**src/rtl/alu_arbiter_pkg.sv**
```systemverilog
// Shared constants for the ALU arbiter slice: default datapath width, ALU opcodes and
// arbiter state codes.
`timescale 1ns/1ps
package alu_arbiter_pkg;

  localparam int unsigned WORD_SIZE_DEF = 16;

  localparam logic [2:0] ALU_ADD = 3'd0;
  localparam logic [2:0] ALU_SUB = 3'd1;
  localparam logic [2:0] ALU_AND = 3'd2;
  localparam logic [2:0] ALU_OR  = 3'd3;
  localparam logic [2:0] ALU_XOR = 3'd4;
  localparam logic [2:0] ALU_SLT = 3'd5;
  localparam logic [2:0] ALU_MUL = 3'd6;
  localparam logic [2:0] ALU_SHL = 3'd7;

  localparam logic [1:0] ARB_IDLE = 2'b00;
  localparam logic [1:0] ARB_EXEC = 2'b01;
  localparam logic [1:0] ARB_RESP = 2'b10;

endpackage

```
**src/rtl/alu_arbiter_rr_arbiter.sv**
```systemverilog
// Combinational round-robin picker. It grants the first request found when scanning
// upward from ptr, wrapping from NUM_REQ-1 back to 0.
`timescale 1ns/1ps
module rr_arbiter #(
  parameter int unsigned NUM_REQ = 4,
  parameter int unsigned IDX_W   = 3
) (
  input  logic [NUM_REQ-1:0] req,
  input  logic [IDX_W-1:0]   ptr,
  output logic [NUM_REQ-1:0] gnt_onehot,
  output logic [IDX_W-1:0]   gnt_idx,
  output logic               any
);

  logic [2*NUM_REQ-1:0] req_dbl;
  logic [NUM_REQ-1:0]   req_rot;
  logic                 found;
  int unsigned          pos;

  // Rotating the doubled vector puts requester ptr at bit 0, so a plain
  // lowest-bit-first scan gives the round-robin order.
  always_comb begin
    req_dbl    = {req, req};
    req_rot    = NUM_REQ'(req_dbl >> ptr);
    gnt_onehot = '0;
    gnt_idx    = '0;
    any        = |req;
    found      = 1'b0;
    pos        = 0;
    for (int unsigned j = 0; j < NUM_REQ; j++) begin
      if (!found && req_rot[j]) begin
        found = 1'b1;
        pos   = j;
      end
    end
    pos = pos + 32'(ptr);
    if (pos >= NUM_REQ) pos = pos - NUM_REQ;
    if (any) begin
      gnt_idx    = IDX_W'(pos);
      gnt_onehot = NUM_REQ'(1) << pos;
    end
  end

endmodule

```
**src/rtl/alu_arbiter.sv**
```systemverilog
// Shares a single registered ALU among NUM_REQ requesters. It arbitrates round-robin,
// issues one operation at a time and routes the ALU result back to the granted requester.
`timescale 1ns/1ps
module alu_arbiter
  import alu_arbiter_pkg::*;
#(
  parameter int unsigned WORD_SIZE = alu_arbiter_pkg::WORD_SIZE_DEF,
  parameter int unsigned NUM_REQ   = 4,
  parameter int unsigned IDX_W     = 3
) (
  input  logic                         clk,
  input  logic                         reset,
  input  logic [NUM_REQ-1:0]           req_valid,
  output logic [NUM_REQ-1:0]           req_ready,
  input  logic [3*NUM_REQ-1:0]         req_op,
  input  logic [WORD_SIZE*NUM_REQ-1:0] req_in1,
  input  logic [WORD_SIZE*NUM_REQ-1:0] req_in2,
  output logic [NUM_REQ-1:0]           resp_valid,
  input  logic [NUM_REQ-1:0]           resp_ready,
  output logic [WORD_SIZE-1:0]         resp_data,
  output logic [2:0]                   alu_op,
  output logic [WORD_SIZE-1:0]         alu_in1,
  output logic [WORD_SIZE-1:0]         alu_in2,
  output logic                         alu_enable,
  input  logic [WORD_SIZE-1:0]         alu_out,
  output logic                         busy
);

  if (NUM_REQ < 2 || NUM_REQ > (1 << IDX_W)) begin : g_bad_num_req
    $error("alu_arbiter: NUM_REQ=%0d illegal for IDX_W=%0d", NUM_REQ, IDX_W);
  end

  logic [1:0]           state_q,  state_d;
  logic [IDX_W-1:0]     rr_ptr_q, rr_ptr_d;
  logic [IDX_W-1:0]     grant_q,  grant_d;
  logic [2:0]           op_q,     op_d;
  logic [WORD_SIZE-1:0] in1_q,    in1_d;
  logic [WORD_SIZE-1:0] in2_q,    in2_d;

  logic [NUM_REQ-1:0]   arb_onehot;
  logic [IDX_W-1:0]     arb_idx;
  logic                 arb_any;
  logic [NUM_REQ-1:0]   grant_onehot;

  rr_arbiter #(
    .NUM_REQ (NUM_REQ),
    .IDX_W   (IDX_W)
  ) u_rr_arbiter (
    .req        (req_valid),
    .ptr        (rr_ptr_q),
    .gnt_onehot (arb_onehot),
    .gnt_idx    (arb_idx),
    .any        (arb_any)
  );

  always_comb begin
    state_d      = state_q;
    rr_ptr_d     = rr_ptr_q;
    grant_d      = grant_q;
    op_d         = op_q;
    in1_d        = in1_q;
    in2_d        = in2_q;
    grant_onehot = NUM_REQ'(1) << grant_q;
    case (state_q)
      ARB_IDLE: begin
        if (arb_any) begin
          state_d = ARB_EXEC;
          grant_d = arb_idx;
          op_d    = 3'(req_op >> (3 * arb_idx));
          in1_d   = WORD_SIZE'(req_in1 >> (WORD_SIZE * arb_idx));
          in2_d   = WORD_SIZE'(req_in2 >> (WORD_SIZE * arb_idx));
        end
      end
      ARB_EXEC: state_d = ARB_RESP;
      ARB_RESP: begin
        if (|(resp_ready & grant_onehot)) begin
          state_d  = ARB_IDLE;
          rr_ptr_d = (grant_q == IDX_W'(NUM_REQ - 1)) ? '0 : grant_q + 1'b1;
        end
      end
      default: state_d = ARB_IDLE;
    endcase
  end

  always_ff @(posedge clk) begin
    if (reset) begin
      state_q  <= ARB_IDLE;
      rr_ptr_q <= '0;
      grant_q  <= '0;
      op_q     <= '0;
      in1_q    <= '0;
      in2_q    <= '0;
    end else begin
      state_q  <= state_d;
      rr_ptr_q <= rr_ptr_d;
      grant_q  <= grant_d;
      op_q     <= op_d;
      in1_q    <= in1_d;
      in2_q    <= in2_d;
    end
  end

  // Suppress acceptance during reset so no request appears taken on a reset edge.
  assign req_ready  = (state_q == ARB_IDLE && !reset) ? arb_onehot : '0;
  assign resp_valid = (state_q == ARB_RESP) ? grant_onehot : '0;
  assign resp_data  = alu_out;
  assign alu_op     = op_q;
  assign alu_in1    = in1_q;
  assign alu_in2    = in2_q;
  assign alu_enable = (state_q == ARB_EXEC);
  assign busy       = (state_q != ARB_IDLE);

endmodule
```
**config.mk**
```make
export PLATFORM = sky130hd
export DESIGN_NAME = alu_arbiter
export DESIGN_NICKNAME = d
export VERILOG_FILES = /design/src/rtl/alu_arbiter_pkg.sv /design/src/rtl/alu_arbiter_rr_arbiter.sv /design/src/rtl/alu_arbiter.sv
export SDC_FILE = /design/constraint.sdc
export NUM_CORES = 1
export LEC_CHECK = 0
export BUFFER_PORTS_ARGS = -buffer_cell sky130_fd_sc_hd__buf_2
export CAP_MARGIN = 20
export CORE_UTILIZATION = 40
export DETAILED_ROUTE_END_ITERATION = 7
export PLACE_DENSITY = 0.8
export SYNTH_ARGS = -nofsm -noshare
export SYNTH_HDL_FRONTEND = slang
export SYNTH_SLANG_ARGS = --single-unit
export TNS_END_PERCENT = 10
```
**constraint.sdc**
```tcl
create_clock -name clk -period 7.2 [get_ports clk]
set_input_delay 0.36 -clock clk [delete_from_list [all_inputs] [get_ports clk]]
set_output_delay 0.36 -clock clk [all_outputs]
set_load 0.05 [all_outputs]
```
* Word-level counts from Yosys, hierarchy flattened
Index checks and enable logic that the tools add are counted.
** Operators by class
- Add/sub/neg operators :: 3
- Multiply operators :: 1
- Magnitude comparators :: 1
- Eq/ne operators :: 5
- Shifts and indexed selects :: 6
- Multiplexer cells :: 15
- Bitwise gates (word level) :: 1
- Reduce and logical (&&, ||, !) cells :: 15
** Operators with widths (count)
- >> shifter 64 x 7 -> 16 bit :: 2
- >= comparator 32 x 3 -> 1 bit (second input constant) :: 1
- two-way mux 32 bit :: 1
- left shift 1 x 32 -> 4 bit (first input constant) :: 1
- subtractor 32 x 3 -> 32 bit (second input constant) :: 1
- two-way mux 4 bit :: 3
- >> shifter 12 x 5 -> 3 bit :: 1
- two-way mux 2 bit :: 4
- OR reduction 4 bit :: 2
- >> shifter 8 x 3 -> 4 bit :: 1
- two-way mux 3 bit :: 2
- one-hot mux 2 bit (3 select lines) :: 1
- AND reduction 2 bit :: 3
- multiplier 2 x 3 -> 5 bit (first input constant) :: 1
- adder 2 x 3 -> 4 bit :: 1
- AND 4 bit :: 1
- logical AND 1 bit :: 4
- logical NOT 1 bit :: 4
- two-way mux 1 bit :: 4
- inequality test 2 bit (second input constant) :: 2
- left shift 1 x 3 -> 4 bit (first input constant) :: 1
- adder 3 x 1 -> 3 bit (second input constant) :: 1
- equality test 3 x 2 -> 1 bit (second input constant) :: 1
- equality test 2 x 1 -> 1 bit (second input constant) :: 1
- 3 further kinds :: 3
** Word-level totals
- Register bits :: 43
- Input port bits :: 166
- Output and inout port bits :: 61
- Logic and storage cells :: 53

* Logic depth before layout (Yosys ltp)
Gate-level depths: netlist of run 1.
- Word-level depth :: 17
- Gate-level depth with buffers :: 13

* Modules after synthesis
From an unflattened synthesis of run 1, not the netlist that was laid out.
** Unflattened totals
- Cells, all modules :: 230
- Area total of the unflattened synthesis :: 2899.0 µm²
** By module, submodules not included
- alu_arbiter :: instances 1, cells each 190, area each 2598.7 µm², seq. area each 860.8 µm²
- rr_arbiter :: instances 1, cells each 40, area each 300.3 µm², seq. area each 0.0 µm²

* Least setup slack after synthesis of run 1
Ideal clock, no wire load.
- Path kind :: input-to-output
- Start point :: input req_valid[3]
- End point :: output req_ready[0]
- Data arrival time :: 3.620 ns
- Data required time :: 6.840 ns
- Path slack :: 3.220 ns
- Cell stages on the path :: 8
- Cells stage by stage :: clkbuf_2 nor2_1 o32a_1 o31ai_1 fa_1 clkbuf_1 buf_1 nor4_1
** On the way
- Word-level cells in the longest chain between the ends :: 17
** RTL lines
- from (decl) :: RTL line alu_arbiter.sv:13 : input logic [NUM_REQ-1:0] req_valid,
- >> shifter 8 x 3 -> 4 bit :: RTL line alu_arbiter_rr_arbiter.sv:24 : req_rot = NUM_REQ'(req_dbl >> ptr);
- two-way mux 1 bit :: RTL line alu_arbiter_rr_arbiter.sv:31 : if (!found && req_rot[j]) begin
- logical NOT 1 bit :: RTL line alu_arbiter_rr_arbiter.sv:31
- logical AND 1 bit :: RTL line alu_arbiter_rr_arbiter.sv:31
- two-way mux 1 bit :: RTL line alu_arbiter_rr_arbiter.sv:31
- logical NOT 1 bit :: RTL line alu_arbiter_rr_arbiter.sv:31
- logical AND 1 bit :: RTL line alu_arbiter_rr_arbiter.sv:31
- two-way mux 1 bit :: RTL line alu_arbiter_rr_arbiter.sv:31
- logical NOT 1 bit :: RTL line alu_arbiter_rr_arbiter.sv:31
- logical AND 1 bit :: RTL line alu_arbiter_rr_arbiter.sv:31
- two-way mux 2 bit :: RTL line alu_arbiter_rr_arbiter.sv:31
- adder 2 x 3 -> 4 bit :: RTL line alu_arbiter_rr_arbiter.sv:36 : pos = pos + 32'(ptr);
- subtractor 32 x 3 -> 32 bit / >= comparator 32 x 3 -> 1 bit (equally long branches) :: RTL line alu_arbiter_rr_arbiter.sv:37 : if (pos >= NUM_REQ) pos = pos - NUM_REQ;
- two-way mux 32 bit :: RTL line alu_arbiter_rr_arbiter.sv:37
- left shift 1 x 32 -> 4 bit :: RTL line alu_arbiter_rr_arbiter.sv:40 : gnt_onehot = NUM_REQ'(1) << pos;
- two-way mux 4 bit * :: RTL line alu_arbiter_rr_arbiter.sv:38 : if (any) begin
- two-way mux 4 bit * :: RTL line alu_arbiter.sv:104 : assign req_ready = (state_q == ARB_IDLE && !reset) ? arb_onehot : '0;
- to (decl) :: RTL line alu_arbiter.sv:14 : output logic [NUM_REQ-1:0] req_ready,
Every way passes the cells marked *; elsewhere a longest branch is shown, timed or not.

* Worst setup path in the final report of run 1
- Start point :: register rr_ptr_q[0]
- End point :: output req_ready[2]
** On the way
- Word-level cells in the longest chain between the ends :: 17
** RTL lines
- from (decl) :: RTL line alu_arbiter.sv:34 : logic [IDX_W-1:0] rr_ptr_q, rr_ptr_d;
- from (signal assigned) :: RTL line alu_arbiter.sv:95 : rr_ptr_q <= rr_ptr_d;
- >> shifter 8 x 3 -> 4 bit :: RTL line alu_arbiter_rr_arbiter.sv:24
- two-way mux 1 bit :: RTL line alu_arbiter_rr_arbiter.sv:31
- logical NOT 1 bit :: RTL line alu_arbiter_rr_arbiter.sv:31
- logical AND 1 bit :: RTL line alu_arbiter_rr_arbiter.sv:31
- two-way mux 1 bit :: RTL line alu_arbiter_rr_arbiter.sv:31
- logical NOT 1 bit :: RTL line alu_arbiter_rr_arbiter.sv:31
- logical AND 1 bit :: RTL line alu_arbiter_rr_arbiter.sv:31
- two-way mux 1 bit :: RTL line alu_arbiter_rr_arbiter.sv:31
- logical NOT 1 bit :: RTL line alu_arbiter_rr_arbiter.sv:31
- logical AND 1 bit :: RTL line alu_arbiter_rr_arbiter.sv:31
- two-way mux 2 bit :: RTL line alu_arbiter_rr_arbiter.sv:31
- adder 2 x 3 -> 4 bit * :: RTL line alu_arbiter_rr_arbiter.sv:36
- subtractor 32 x 3 -> 32 bit / >= comparator 32 x 3 -> 1 bit (equally long branches) :: RTL line alu_arbiter_rr_arbiter.sv:37
- two-way mux 32 bit * :: RTL line alu_arbiter_rr_arbiter.sv:37
- left shift 1 x 32 -> 4 bit * :: RTL line alu_arbiter_rr_arbiter.sv:40
- two-way mux 4 bit * :: RTL line alu_arbiter_rr_arbiter.sv:38
- two-way mux 4 bit * :: RTL line alu_arbiter.sv:104
Marked as above.

==> flow_summary.toml, run 1 <==
[yosys]
yosysUniqueCellTypes = 40
synth_fp_nets = 479
syn_area_per_cell_sq_um = 9.503
synth_flop_cell = "dfxtp_1"
yosysTopAreaCell = "dfxtp_1"
ys_seq_area_frac = 0.2960
synth-edff-count = 0
syn_inst = 306
netlist.area_leader.share = 0.2960
synth_area_sq_um = 2908
async_flop_share = 0
ys_ff_latch = 43
ys_top_cells_by_area = "dfxtp_1 (30%), mux2i_1 (14%), a32o_1 (12%), a2bb2oi_1 (10%), nand2b_1 (6.5%)"
yosysWarnings = 0

[hold_path]
holdPathStages = 2
hold_end = "grant_q[2]"
min_from = "reset"
holdCritPathClass = "primary input to flip-flop"

[pwr]
vdd_drop_max_uv = 129.4
leakage_nw = 1.800
powerDensity_nw_per_um2 = 225.8

[clocking]
cts.repair.resized = 0
post-cts-setup-buffers = 0
holdBufCountCts = 0
cts_buffer_depth = 2
clk_pin_slew_ps = 100
insertion_delay_ps = 300
cts_sinks = 43
cts_tree = "yes"
cts_root_buffer = "clkbuf_8"
htree_levels = 2
cts_made_buffers = 5

[routing]
vias_per_cell = 5.450
ant_nets = 0
drc = 0
dr_total_vias = 3090
drtPass1Iterations = 4
drtIter0Drc = 99
wirelength_microns = 8962
wl_per_cell_microns = 15.81

[grt]
grt_overflow_total = 0
grt_max_degree = 43
grt_antenna_before_repair = 0
gr-usage-all-layers = 0.2253
grt_pass1_wl_microns = 13390
grt_pass1_vias = 2925

[placed_design]
port_buffers = 194
dp_hpwl_microns = 6943
place_congestion = 0.7889

[die]
io_pins = 227
fp.coreArea_sq_um = 6907
dieHeight_microns = 87.26
row_count = 30
die-area_sq_um = 7614
dieWidth_microns = 87.26
start_util = 0.4210

[sta]
relSlewSlack = 0.4700
worst_slew_pin_slew_ps = 791.4
setup_tns_ps = 0
finalCriticalPeriod_ps = 3601
grt_setup_unrepaired = "false"
slew_violations = 0
max_freq_ghz = 0.2777
hold_viol_final = 0
skew_ps = 8.958
setup_viol = 0
fin_crit_sh = 0.5002

[cells_and_area]
antenna_cells = 0
layout-drive-gt1-share = 0.4586
fillers = 685
final_util = 0.5627
nets = 643
syn2layout_area_growth_pct = 33.65

[critical_path]
path_max_fanout = 25
arrival_ps = 3240
rr_startpoint = "rr_ptr_q[0]"
cp-start-kind = "flip-flop"
end_kind = "output port"
startpoint = "rr_ptr_q[0]"
rr_endpoint = "alu_in1[11]"
critPathKind = "flip-flop to output port"
r2r_setup_slack_ps = 3880
cp.required_ps = 6840
timing.reg2reg.worst_path_depth = 11

[job]
cap_violations = 0

[status]
status = "finished clean"
## area by class of cell
| type | count | area, sq um | area share |
|---|---|---|---|
| tap | 96 | 120.1 | 0.03091 |
| sequential | 43 | 860.8 | 0.2215 |
| clock buffer | 5 | 68.82 | 0.01771 |
| multi-input combinational | 215 | 1778 | 0.4575 |
| timing repair buffer | 200 | 1016 | 0.2614 |
| inverter | 5 | 18.77 | 0.004829 |
| clock inverter | 3 | 23.77 | 0.006117 |
## state kept, by name (all words and copies together) (netlist names)
name	flops
state_q	2
alu_in1	16
alu_in2	16
grant_q	3
alu_op	3
rr_ptr_q	3
## metal layers
metal  up-vias  GRT usage  part of all wire
li1       1467          -                 -
met1      1463     0.2632              0.41
met2       138     0.4006              0.51
met3        22    0.05877             0.062
met4         0    0.07004             0.021
met5         -          0                 0
## where the power goes
| part | leakage (nW) | switching, mW | internal [mW] | total [mW] |
|---|---|---|---|---|
| Sequential | 0.355 | 0.0213 | 0.275 | 0.297 |
| Clock | 0.0408 | 0.0933 | 0.0695 | 0.163 |
| Combinational | 1.40 | 0.266 | 0.152 | 0.418 |
| Total | 1.80 | 0.380 | 0.497 | 0.878 |
## cell usage in the layout (no fill, tap or decap), types with 14 or more instances in the layout
cell,netlist,routed
nor2_1,15,14
nand2b_1,30,30
a32o_1,35,35
dfxtp_1,43,43
buf_2,9,194
a2bb2oi_1,34,34
mux2i_1,40,40
## Yosys cell counts (all sizes together), types with 2 or more instances
library cell	count
a2bb2oi	34
and2	4
dfxtp	43
a21oi	6
nor3b	6
clkbuf	12
nor2	15
o32a	2
nor3	2
nand2b	30
a22oi	3
mux2i	40
a32o	35
ha	6
inv	5
nor2b	4
or2b	6
a21boi	2
buf	31
nand2	4
o21ai	2
nor4	2
or2	2
## critical path: stages (launching register included)
cell and delay, ps:
dfxtp_1 540, nor3b_1 100, o21ai_0 200, a22oi_1 100, ha_1 240, fa_2 540, nor3b_4 430, buf_4 360
nor2b_1 160, buf_2 270
## logic make-up (layout without fill, tap and decap cells)
logic type / after synthesis / count (layout) / synth area share
AOI/OAI and AO/OA: 90 / 90 / 0.2728
adders and majority gates: 7 / 7 / 0.03270
buffers and inverters: 48 / 213 / 0.09595
DFF: 43 / 43 / 0.2960
muxes: 40 / 40 / 0.1377
and+or+nand+nor: 78 / 78 / 0.1648
## how the worst max path moves through the flow
| stage | to | slack, ps | depth (start not counted) |
|---|---|---|---|
| 2_1_floorplan | req_ready[0] | 3220 | 8 |
| 3_3_place_gp | req_ready[2] | 3800 | 11 |
| 3_5_place_dp | alu_in1[11] | 3680 | 13 |
| 4_1_cts | req_ready[2] | 3570 | 9 |
| 5_1_grt | req_ready[2] | 3350 | 9 |
| 6_report | req_ready[2] | 3600 | 9 |
## per-stage QoR
stage	cells	instance area, sq um	setup slack [ps]	total power, mW	hold WS, ps
5_1_grt	567	3886	3349	0.9260	354.7
4_1_cts	567	3886	3571	0.8855	350.4
3_3_place_gp	559	3794	3802	0.7148	444.2
2_1_floorplan	306	2908	3220	0.6315	490.0
6_report	567	3886	3599	0.8777	352.6
3_5_place_dp	559	3794	3682	0.7217	450.6
No activity file was read; power rests on OpenSTA's default activity.
==> inputs of run 2 (changes only) <==
==> constraint.sdc (replaced) <==
create_clock -name clk -period 3.4 [get_ports clk]
set_input_delay 0.17 -clock clk [delete_from_list [all_inputs] [get_ports clk]]
set_output_delay 0.17 -clock clk [all_outputs]
set_load 0.05 [all_outputs]
==> run 2 against run 1 <==
Global-route usage decreased by 0.071 points; flip-flop and latch count unchanged; non-clock buffer count increased by 6; final area increased by 1.6%; count of clock-buffer cells in the layout unchanged; register-to-register slack got worse by 3600 ps; cell count increased by 1.1%; combinational power increased by 120%; critical endpoint unchanged.
==> flow_summary.toml, run 2 (synthesis results as in run 1) <==
[pwr]
leakage_nw = 1.836
vdd_drop_max_uv = 361.5
powerDensity_nw_per_um2 = 475.0
power_mw = 1.876

[placed_design]
dp_hpwl_microns = 6983
dp_cells = 565
dp_slack_ps = 338.7
port_buffers = 194
place_congestion = 0.8113

[job]
cap_violations = 0

[critical_path]
cp-start-kind = "flip-flop"
startpoint = "rr_ptr_q[0]"
end_kind = "output port"
critPathKind = "flip-flop to output port"
path_max_fanout = 28
cp.required_ps = 3230
rr_startpoint = "rr_ptr_q[0]"
crit_chain = "nor3b_1 -> o21ai_0 -> a22oi_1 -> ha_1 -> fa_2 -> nor3b_4 -> buf_4 -> nor2b_1 -> buf_2"
crit_slowest_cell = "fa_2"
arrival_ps = 2990
slowest_delay_ps = 560

[die]
io_pins = 227
dieWidth_microns = 87.26
dieHeight_microns = 87.26
row_count = 30
die-area_sq_um = 7614
start_util = 0.4210
fp.coreArea_sq_um = 6907

[cells_and_area]
final_common_cell = "buf_2"
layout-drive-gt1-share = 0.4675
nets = 649
instances_no_fill = 573
layout_common_cells = "buf_2 (194), dfxtp_1 (43), mux2i_1 (40)"
syn2layout_area_growth_pct = 35.84
antenna_cells = 0

[clocking]
holdBufCountCts = 0
cts_sinks = 43
post-cts-setup-buffers = 0
cts.repair.resized = 0
clk_pin_slew_ps = 90
cts_made_buffers = 5
cts_tree = "yes"
cts_root_buffer = "clkbuf_8"
insertion_delay_ps = 300
cts_buffer_depth = 2
htree_levels = 2

[routing]
drc = 0
drtIter0Drc = 69
dr_total_vias = 3040
wirelength_microns = 8947
drtPass1Iterations = 4
wl_per_cell_microns = 15.61
vias_per_cell = 5.305
ant_nets = 0

[sta]
finalCriticalPeriod_ps = 3164
fin_crit_sh = 0.9307
hold_viol_final = 0
final.setup.worst_slack_ps = 235.7
relSlewSlack = 0.6199
grt_setup_unrepaired = "false"
max_freq_ghz = 0.3160
setup_viol = 0
skew_ps = 7.119
setup_tns_ps = 0
worst_slew_pin_slew_ps = 564.2
slew_violations = 0

[grt]
gr-usage-all-layers = 0.2246
grt_antenna_before_repair = 0
grt_max_degree = 35
grt_overflow_total = 0
grt_pass1_wl_microns = 13210
grt_pass1_vias = 2813

[status]
status = "finished clean"

[hold_path]
min_from = "reset"
holdCritPathClass = "primary input to flip-flop"
[run 2: metrics by stage]
stage,hold WS [ps],util,area [sq um]
detailed placement,340.3,0.5585,3857
finish,147.1,0.5719,3950
floorplan,404.8,-,2914
CTS,139.1,0.5719,3950
global placement,340.3,0.5585,3857
global route,169.4,0.5719,3950
[run 2: worst max-delay path, delay by kind of cell (launching register included)]
family	cells	cell delay, ps
AOI/OAI and AO/OA	2	310
and+or+nand+nor	3	450
buffers and inverters	2	590
DFF	1	550
adders and majority gates	2	800
[run 2: layout make-up]
cell class                      instances  area (sq um)
Fill cell                             677          2957
Multi-Input combinational cell        215          1784
Timing Repair Buffer                  206          1074
Sequential cell                        43         860.8
Tap cell                               96         120.1
Clock buffer                            5         68.82
Clock inverter                          3         23.77
Inverter                                5         18.77
[run 2: report_power, final]
group,switching [mW],total (mW),internal [mW]
logic,0.566,0.902,0.336
clock network,0.200,0.347,0.147
registers,0.0440,0.627,0.583
[run 2: final timing paths]
kind | to | slack, ps | depth (start not counted)
setup / recovery | req_ready[2] | 240 | 9
hold / removal | grant_q[1] | 150 | 2
setup reg to reg | alu_in1[15] | 270 | 11
hold reg to reg | alu_in2[6] | 470 | 1
[run 2: metal layers]
layer | share of wire | GRT usage | wire [microns]
met1 | 0.41 | 0.2787 | 3709
met2 | 0.52 | 0.3942 | 4624
met3 | 0.052 | 0.03791 | 464
met4 | 0.017 | 0.07154 | 148
met5 | 0 | 0 | 0
==> inputs of run 3 (changes only) <==
--- a/config.mk
+++ b/config.mk
@@ -7,9 +7,9 @@
 export LEC_CHECK = 0
 export BUFFER_PORTS_ARGS = -buffer_cell sky130_fd_sc_hd__buf_2
 export CAP_MARGIN = 20
-export CORE_UTILIZATION = 40
+export CORE_UTILIZATION = 25
 export DETAILED_ROUTE_END_ITERATION = 7
-export PLACE_DENSITY = 0.8
+export PLACE_DENSITY = 0.54
 export SYNTH_ARGS = -nofsm -noshare
 export SYNTH_HDL_FRONTEND = slang
 export SYNTH_SLANG_ARGS = --single-unit
==> run 3 against run 2 <==
Global-route usage down 7.0 points; register-to-register slack better by 160 ps; clock skew up 6.1 ps; combinational power about the same; sequential share of layout area down 0.60 points; largest power group unchanged; routed wire length up 5.4%; maximum frequency up 2.6%; first-iteration DRC count up 28%; cell count up 7.5%; worst setup slack better by 81 ps; via count down 0.20%; critical endpoint is now req_ready[0]; total power up 11%.
==> flow_summary.toml, run 3 (synthesis results as in run 1) <==
[status]
status = "finished clean"

[placed_design]
dp_hpwl_microns = 7296
dp_cells = 608
place_congestion = 0.7809
dp_slack_ps = 407.3
port_buffers = 194
placed_area_sq_um = 3889

[die]
start_util = 0.2557
die-area_sq_um = 12070
io_pins = 227
dieWidth_microns = 109.8
row_count = 39
fp.coreArea_sq_um = 11370
dieHeight_microns = 109.8

[critical_path]
critPathKind = "flip-flop to output port"
rr_startpoint = "rr_ptr_q[0]"
crit_slowest_cell = "fa_2"
cp-start-kind = "flip-flop"
end_kind = "output port"
path_max_fanout = 24
rr_endpoint = "alu_in1[0]"
arrival_ps = 2910
crit_chain = "o32a_1 -> o31ai_1 -> fa_2 -> buf_4 -> nor4_2 -> buf_2"
startpoint = "rr_ptr_q[0]"
r2r_setup_slack_ps = 430
cp.required_ps = 3230
slowest_delay_ps = 570
timing.reg2reg.worst_path_depth = 9

[grt]
use_met3 = 0.03023
grt_pass1_vias = 3095
met2_usage = 0.3022
grt_pass1_wl_microns = 14550
grt_max_degree = 35
busiest_layer = "met2"
grt_overflow_total = 0
gr-usage-all-layers = 0.1547
use_met1 = 0.1675
grt_antenna_before_repair = 0

[routing]
drtIter0Drc = 88
wirelength_microns = 9426
wl_per_cell_microns = 15.30
dr_total_vias = 3034
drc = 0
ant_nets = 0
drtPass1Iterations = 4
vias_per_cell = 4.925

[sta]
finalCriticalPeriod_ps = 3083
hold_viol_final = 0
setup_viol = 0
relSlewSlack = 0.3851
fin_crit_sh = 0.9068
worst_slew_pin_slew_ps = 920.2
skew_ps = 13.22
max_freq_ghz = 0.3243
final.setup.worst_slack_ps = 316.8
worst_hold_slack_ps = 189.9
slew_violations = 0
setup_tns_ps = 0
grt_setup_unrepaired = "false"

[pwr]
powerDensity_nw_per_um2 = 514.2
vdd_drop_max_uv = 181.6
leakage_nw = 1.865
power_mw = 2.089

[cells_and_area]
fillers = 1218
nets = 645
syn2layout_area_growth_pct = 39.72
final_common_cell = "buf_2"
layout_common_cells = "buf_2 (194), dfxtp_1 (43), mux2i_1 (40)"
final_util = 0.3573
fin_area_sq_um = 4063
antenna_cells = 0
layout-drive-gt1-share = 0.4630
instances_no_fill = 616

[clocking]
cts.repair.resized = 0
insertion_delay_ps = 280
cts_tree = "yes"
holdBufCountCts = 0
post-cts-setup-buffers = 0
clk_pin_slew_ps = 70
cts_sinks = 43
cts_root_buffer = "clkbuf_16"
htree_levels = 2
cts_made_buffers = 5
cts_buffer_depth = 2

[job]
cap_violations = 0

[hold_path]
holdPathStages = 2
min_from = "reset"
hold_end = "rr_ptr_q[2]"
holdCritPathClass = "primary input to flip-flop"
## run 3: final cells by class
cell class | instances | area, sq um | share of cell area
multi-input combinational | 215 | 1799 | 0.4429
timing repair buffer | 202 | 1031 | 0.2538
clock inverter | 2 | 35.03 | 0.008623
clock buffer | 6 | 138.9 | 0.03419
inverter | 5 | 18.77 | 0.004620
sequential | 43 | 860.8 | 0.2119
tap | 143 | 178.9 | 0.04404
## run 3: report_power, final
group	total (mW)	internal, mW	switching (mW)	leakage (nW)
registers	0.630	0.584	0.0461	0.355
clock network	0.559	0.365	0.194	0.0868
logic	0.899	0.331	0.569	1.42
total	2.09	1.28	0.809	1.86
## run 3: layer usage
layer,vias to the layer above,wire [microns]
met5,-,0
met4,0,87
met3,9,613
met2,112,4999
met1,1448,3725
li1,1465,-
## run 3: how the worst max path moves through the flow
stage	end	slack [ps]
after floorplan	req_ready[1]	-20
after global placement	alu_in2[4]	490
after detailed placement	alu_in1[4]	410
after CTS	req_ready[0]	310
after global routing	req_ready[0]	120
final	req_ready[0]	320
## run 3: worst max-delay path: cells and delay by family (launching register included)
kind            cells  cell delay, ps
flops               1             410
fa+ha+maj           1             570
compound gates      2             800
buf+inv             2             580
simple gates        1             280
